===== src/rtl/trans_chroma_pipe.sv =====
// trans_chroma_pipe: 6-stage luma-gated nonlinear chroma transform over NCH channels with valid/ready and an external sync LUT.
// Define TRANS_SAT_EN to clamp the transformed sum to [0, 255<<FRAC].
module trans_chroma_pipe #(
  parameter int NCH    = 2,
  parameter int FP_W   = 20,
  parameter int FRAC   = 8,
  parameter int K_L    = 125,
  parameter int K_H    = 188,
  parameter int CENTER = 27904
) (
  input  logic                  clk,
  input  logic                  rst_n,
  input  logic                  in_valid,
  output logic                  in_ready,
  input  logic [7:0]            y_in,
  input  logic [8*NCH-1:0]      c_in,
  output logic [7:0]            lut_y,
  output logic                  lut_rd_en,
  input  logic [FP_W*NCH-1:0]   lut_mean,
  input  logic [FP_W*NCH-1:0]   lut_width,
  output logic                  out_valid,
  input  logic                  out_ready,
  output logic [FP_W*NCH-1:0]   out_data
);
  localparam int CW = 8*NCH;
  localparam logic signed [FP_W-1:0] SMAX = FP_W'(255 << FRAC);
  logic stall;
  logic [CW-1:0] c0_q, c0_d, c1_q, c1_d, c2_q, c2_d, c3_q, c3_d, c4_q, c4_d;
  logic [7:0] lut_y_q, lut_y_d;
  logic [5:0] v_q, v_d;
  logic [4:0] p_q, p_d;
  logic [NCH-1:0][FP_W-1:0] diff_q, diff_d, w_q, w_d, prod_q, prod_d, sum_q, sum_d, out_q, out_d;
  logic signed [2*FP_W-1:0] full;
  logic signed [FP_W-1:0] sat;
  assign stall     = v_q[5] & ~out_ready;
  assign in_ready  = ~stall;
  assign lut_rd_en = ~stall;
  assign lut_y     = lut_y_q;
  assign out_valid = v_q[5];
  assign out_data  = out_q;
  // The LUT output seen while a pixel sits in S1 belongs to it, so S2 consumes it directly.
  always_comb begin
    c0_d = c0_q; c1_d = c1_q; c2_d = c2_q; c3_d = c3_q; c4_d = c4_q;
    lut_y_d = lut_y_q; v_d = v_q; p_d = p_q;
    diff_d = diff_q; w_d = w_q; prod_d = prod_q; sum_d = sum_q; out_d = out_q;
    full = '0;
    sat = '0;
    if (!stall) begin
      v_d = {v_q[4:0], in_valid};
      p_d = {p_q[3:0], (32'(y_in) >= K_L) && (32'(y_in) <= K_H)};
      c0_d = c_in; c1_d = c0_q; c2_d = c1_q; c3_d = c2_q; c4_d = c3_q;
      lut_y_d = y_in;
      for (int i = 0; i < NCH; i++) begin
        diff_d[i] = {{(FP_W-8-FRAC){1'b0}}, c1_q[8*i+:8], {FRAC{1'b0}}} - lut_mean[FP_W*i+:FP_W];
        w_d[i] = lut_width[FP_W*i+:FP_W];
        full = $signed(diff_q[i]) * $signed(w_q[i]);
        prod_d[i] = FP_W'(full >>> FRAC);
        sum_d[i] = prod_q[i] + FP_W'(CENTER);
`ifdef TRANS_SAT_EN
        sat = $signed(sum_q[i]) < 0 ? '0 : ($signed(sum_q[i]) > SMAX ? SMAX : $signed(sum_q[i]));
`else
        sat = $signed(sum_q[i]);
`endif
        out_d[i] = p_q[4] ? {{(FP_W-8-FRAC){1'b0}}, c4_q[8*i+:8], {FRAC{1'b0}}} : sat;
      end
    end
  end
  always_ff @(posedge clk or negedge rst_n) begin
    if (!rst_n) begin
      c0_q <= '0; c1_q <= '0; c2_q <= '0; c3_q <= '0; c4_q <= '0;
      lut_y_q <= '0; v_q <= '0; p_q <= '0;
      diff_q <= '0; w_q <= '0; prod_q <= '0; sum_q <= '0; out_q <= '0;
    end else begin
      c0_q <= c0_d; c1_q <= c1_d; c2_q <= c2_d; c3_q <= c3_d; c4_q <= c4_d;
      lut_y_q <= lut_y_d; v_q <= v_d; p_q <= p_d;
      diff_q <= diff_d; w_q <= w_d; prod_q <= prod_d; sum_q <= sum_d; out_q <= out_d;
    end
  end
endmodule


===== config.mk =====
export PLATFORM = sky130hd
export DESIGN_NAME = trans_chroma_pipe
export DESIGN_NICKNAME = d
export VERILOG_FILES = /design/src/rtl/trans_chroma_pipe.sv
export SDC_FILE = /design/constraint.sdc
export NUM_CORES = 2
export LEC_CHECK = 0
export ABC_AREA = 1
export CAP_MARGIN = 20
export CORE_ASPECT_RATIO = 0.6
export CORE_MARGIN = 2
export CORE_UTILIZATION = 45
export DETAILED_ROUTE_END_ITERATION = 16
export PLACE_DENSITY = 0.62
export SYNTH_ARGS = -nofsm -noshare
export SYNTH_HDL_FRONTEND = slang
export SYNTH_SLANG_ARGS = --single-unit

===== constraint.sdc =====
create_clock -name clk -period 13.1 [get_ports clk]
set_clock_uncertainty 0.2 [all_clocks]
set_input_delay 1.31 -clock clk [delete_from_list [all_inputs] [get_ports clk]]
set_output_delay 1.31 -clock clk [all_outputs]
set_load 0.005 [all_outputs]

Word level (Yosys, flattened, before mapping)

Cells that the tools add are included.

$add $sub $neg: 4
Multiply operators: 2
Order comparisons: 2
Mux-type cells: 2
Bitwise gates (word level): 3
Reduce and logical (&&, ||, !) cells: 1

Operators by type and width:

| cell                                                                   | count |
|---|---|
| 20-bit by 20-bit multiplier with 28-bit output                         | 2 |
| 20-bit by 15-bit adder with 20-bit output (second input constant)      | 2 |
| 20-bit 2-to-1 mux                                                      | 2 |
| 16-bit by 20-bit subtractor with 20-bit output                         | 2 |
| 8-bit by 7-bit >= comparator with 1-bit output (second input constant) | 1 |
| 8-bit <= comparator (second input constant)                            | 1 |
| 1-bit NOT                                                              | 2 |
| 1-bit bitwise AND                                                      | 1 |
| 1-bit logical AND                                                      | 1 |

Register bits after elaboration: 299
Input bits: 108
Word-level logic and storage cells: 32

Logic depth before layout (Yosys ltp)

Word-level depth: 3
Mapped depth: 33
Gate-level depth less buffers: 31

Least setup slack after synthesis

Ideal clock, no wire load.

Kind: reg2reg
From: reg w_q[29] (netlist name)
To: reg prod_q[39] (netlist name)
Library setup time: 0.118 ns
Arrival: 5.824 ns
Required time: 12.782 ns
Slack: 6.958 ns
Cell stages (with the launch flop): 26
Path buffers: 2
Path through: dfrtp_1 clkbuf_1 buf_1 nand2_1 fa_1 inv_1 fa_1 inv_1 fa_1 inv_1 fa_1 fa_1 fa_1 inv_1 fa_1 inv_1 ha_1 a21o_1 a21oi_1 nor2_1 a211oi_1 nand2_1 a21oi_1 nand3_1 nand3_1 nand2_1

Cells in the longest elaborated chain, start to end: 1

RTL lines:

| what                                           | line | source |
|---|---|---|
| start, declared                                | 32   | `logic [NCH-1:0][FP_W-1:0] diff_q, diff_d, w_q, w_d, prod_q, prod_d, sum_q, sum_d, out_q, out_d;` |
| start signal, assigned                         | 76   | `diff_q <= diff_d; w_q <= w_d; prod_q <= prod_d; sum_q <= sum_d; out_q <= out_d;` |
| 20-bit by 20-bit multiplier with 28-bit output | 56   | `full = $signed(diff_q[i]) * $signed(w_q[i]);` |
| end signal, assigned                           | 76   |  |
| end, declared                                  | 32   |  |

No other way between the ends.
A chain may end at the register's enable or synchronous reset.

Worst setup path after layout

From: reg w_q[22] (netlist name)
To: reg prod_q[39] (netlist name)

Same word-level chain as after synthesis.

==> flow_summary.ini <==
[status]
outcome = completed

[finish]
drive_above_1_share = 0.0298
final_common_cell = nand2_1
nets = 5646
final_cell_mix = nand2_1, inv_1, fa_1
syn_to_final_growth_pct = 9.51
fin_cells = 5872

[cts]
postCtsHoldBufs = 0
cts_buffers = 35
clock_latency_ns = 0.61
clock_path_buffers = 3
postCtsSetupBuffers = 0
cts_resized = 0
path_clk_slew_ns = 0.08
clockRootBuffer = clkbuf_16
h-tree-depth = 2
cts.sinks = 299
cts_tree = yes

[detailed_routing]
totalWireLength_mm = 108
antenna_left = 0
dr.pass1.iters = 7
vias_per_cell = 4.96
routedWlPerCell_um = 18.3
drt_iter0_drc = 2573
dr_total_vias = 29100
drc = 0

[placement]
dpl.cell_count = 5808
dpl.hpwl_mm = 84.2
port_buffers = 158
gp_congestion = 0.951

[yosys]
synthAdderAreaFrac = 0.376
synth_edf_count = 0
async_flop_share = 1.00
synthSimpleGateAreaFrac = 0.212
yosys_warnings = 0
syn_avg_cell_area_um2 = 7.63
synth-xor-area-share = 0.0118
synthMuxAreaShare = 0
synth-seq-cells = 299
synth-seq-area-share = 0.206
synth_top_family_by_area = adder cells
synth_cell_types = 48
synth_compound_area_frac = 0.0439
ys.flop_type = dfrtp_1
synth_area_um2 = 36300
syn_inst = 4762
syn_nets = 5628

[setup_path]
crit_arrival_ns = 7.75
worst_path_most_repeated_cell = fa_1
cp_max_fo = 21
worstSetupPathType = reg2reg
slowest_stage = dfrtp_1
end_kind = flip-flop
max_stage_delay_ns = 0.88
crit_chain = nand2_1, fa_1, fa_1, fa_1, inv_1, fa_1, fa_1, fa_1, inv_1, fa_1, inv_1, ha_1, a21o_1, a21oi_1, nor2_1, a211oi_1, nand2_1, a21oi_1, nand3_1, nand3_1, nand2_1
cpLargestDelayFamily = adder cells
critPathLaunchType = flip-flop
path_buf_inv = 3
required_ns = 13.38

[sta]
worst_pin_slew_ns = 1.16
final-setup-viol-count = 0
rsz0062_at_grt = false
fin_crit_ns = 7.48
slew_violations = 0
fin_crit_sh = 0.571
fmax_mhz = 134
slew_headroom = 0.225
setup_tns_ns = 0
hold_viol_final = 0

[floorplanning]
row_count = 80
coreArea_um2 = 79700
ios = 159
die_area_um2 = 83100
die_w_um = 371
die_y_um = 224
start_util = 0.456

[global_route]
grt_pass1_vias = 29600
antenna_found_initial = 2
gr-usage-all-layers = 0.271
grt_start_max_net_pins = 217
grt_first_pass_wirelength_mm = 173
grt-ovfl-total = 0

[min_path]
holdCritPathClass = reg2reg

[job]
drv_cap = 0
[cells by family after synthesis]
kind of cell | Yosys count
XOR/XNOR | 49
AND/OR/NAND/NOR | 1926
flip-flops | 299
adder cells (fa/ha/maj) | 758
buffers and inverters | 1433
AO/OA/AOI/OAI | 297
[sequential cells by signal, summed over array words and instances, names as in the netlist]
signal / flops
out_data: 40
lut_y: 8
c0_q: 16
c2_q: 16
c3_q: 16
diff_q: 40
prod_q: 40
c1_q: 16
w_q: 40
c4_q: 16
p_q: 5
v_q: 6
sum_q: 40
[stage by stage]
| stage | area, µm² | utilization | worst slack (ns) | hold slack [ns] |
|---|---|---|---|---|
| 3_5_place_dp | 38600 | 0.485 | 5.80 | 0.252 |
| 4_1_cts | 39800 | 0.499 | 5.75 | 0.269 |
| 5_1_grt | 39800 | 0.499 | 5.26 | 0.290 |
| 2_1_floorplan | 36300 | - | 6.96 | 0.240 |
| 6_report | 39800 | 0.499 | 5.62 | 0.265 |
| 3_3_place_gp | 38600 | 0.485 | 5.68 | 0.251 |
[cells in the mapped netlist (12+ instances only)]
library cell  number  area, µm²
a21oi_1          110        551
a31oi_1           12       75.1
buf_1             15       56.3
buf_2             32        160
clkbuf_1         147        552
dfrtp_1          299       7480
fa_1             556      11100
ha_1             202       2530
inv_1           1218       4570
nand2_1         1591       5970
nand3_1          109        546
nand3b_1          20        150
nand4_1           14       87.6
nor2_1           119        447
nor3_1            23        115
o21ai_0          132        661
or2_2             18        113
xnor2_1           21        184
xor2_1            28        245
[worst register-to-register path, cell delays in order (launching register included)]
cell and delay, ns:
dfrtp_1 0.88, nand2_1 0.36, fa_1 0.82, fa_1 0.50, fa_1 0.51, inv_1 0.06, fa_1 0.48, fa_1 0.50
fa_1 0.50, inv_1 0.06, fa_1 0.51, inv_1 0.05, ha_1 0.36, a21o_1 0.23, a21oi_1 0.19, nor2_1 0.06
a211oi_1 0.34, nand2_1 0.12, a21oi_1 0.34, nand3_1 0.13, nand3_1 0.10, nand2_1 0.05
[layout make-up]
class	instances	area, µm²
tap	1066	1330
multi-input combinational	3030	23400
clock buffer	46	967
fill	7810	39900
sequential	299	7480
antenna	1	2.50
clock inverter	16	159
timing repair buffer	191	1870
inverter	1223	4600
[metal layers]
| layer | track usage | up-vias | share of wire |
|---|---|---|---|
| li1 | - | 13700 | - |
| met3 | 0.0768 | 98 | 0.11 |
| met1 | 0.452 | 14200 | 0.52 |
| met2 | 0.341 | 1086 | 0.36 |
| met4 | 0.0439 | 0 | 0.013 |
| met5 | 0 | - | 0 |
[final timing paths]
path | depth (start not counted) | startpoint | endpoint | slack (ns)
max in group asynchronous | 3 | rst_n | diff_q[1] | 9.71
worst min-delay path | 1 | v_q[4] | v_q[5] | 0.27
worst max-delay path | 21 | w_q[22] | prod_q[39] | 5.62
worst min register to register | 1 | v_q[4] | v_q[5] | 0.27
worst max register to register | 21 | w_q[22] | prod_q[39] | 5.62
min in group asynchronous | 1 | rst_n | c0_q[12] | 0.57
Power is left out: the tool's default activity adds up to more than one toggle a clock period on the data nets, which glitch-free logic cannot reach.
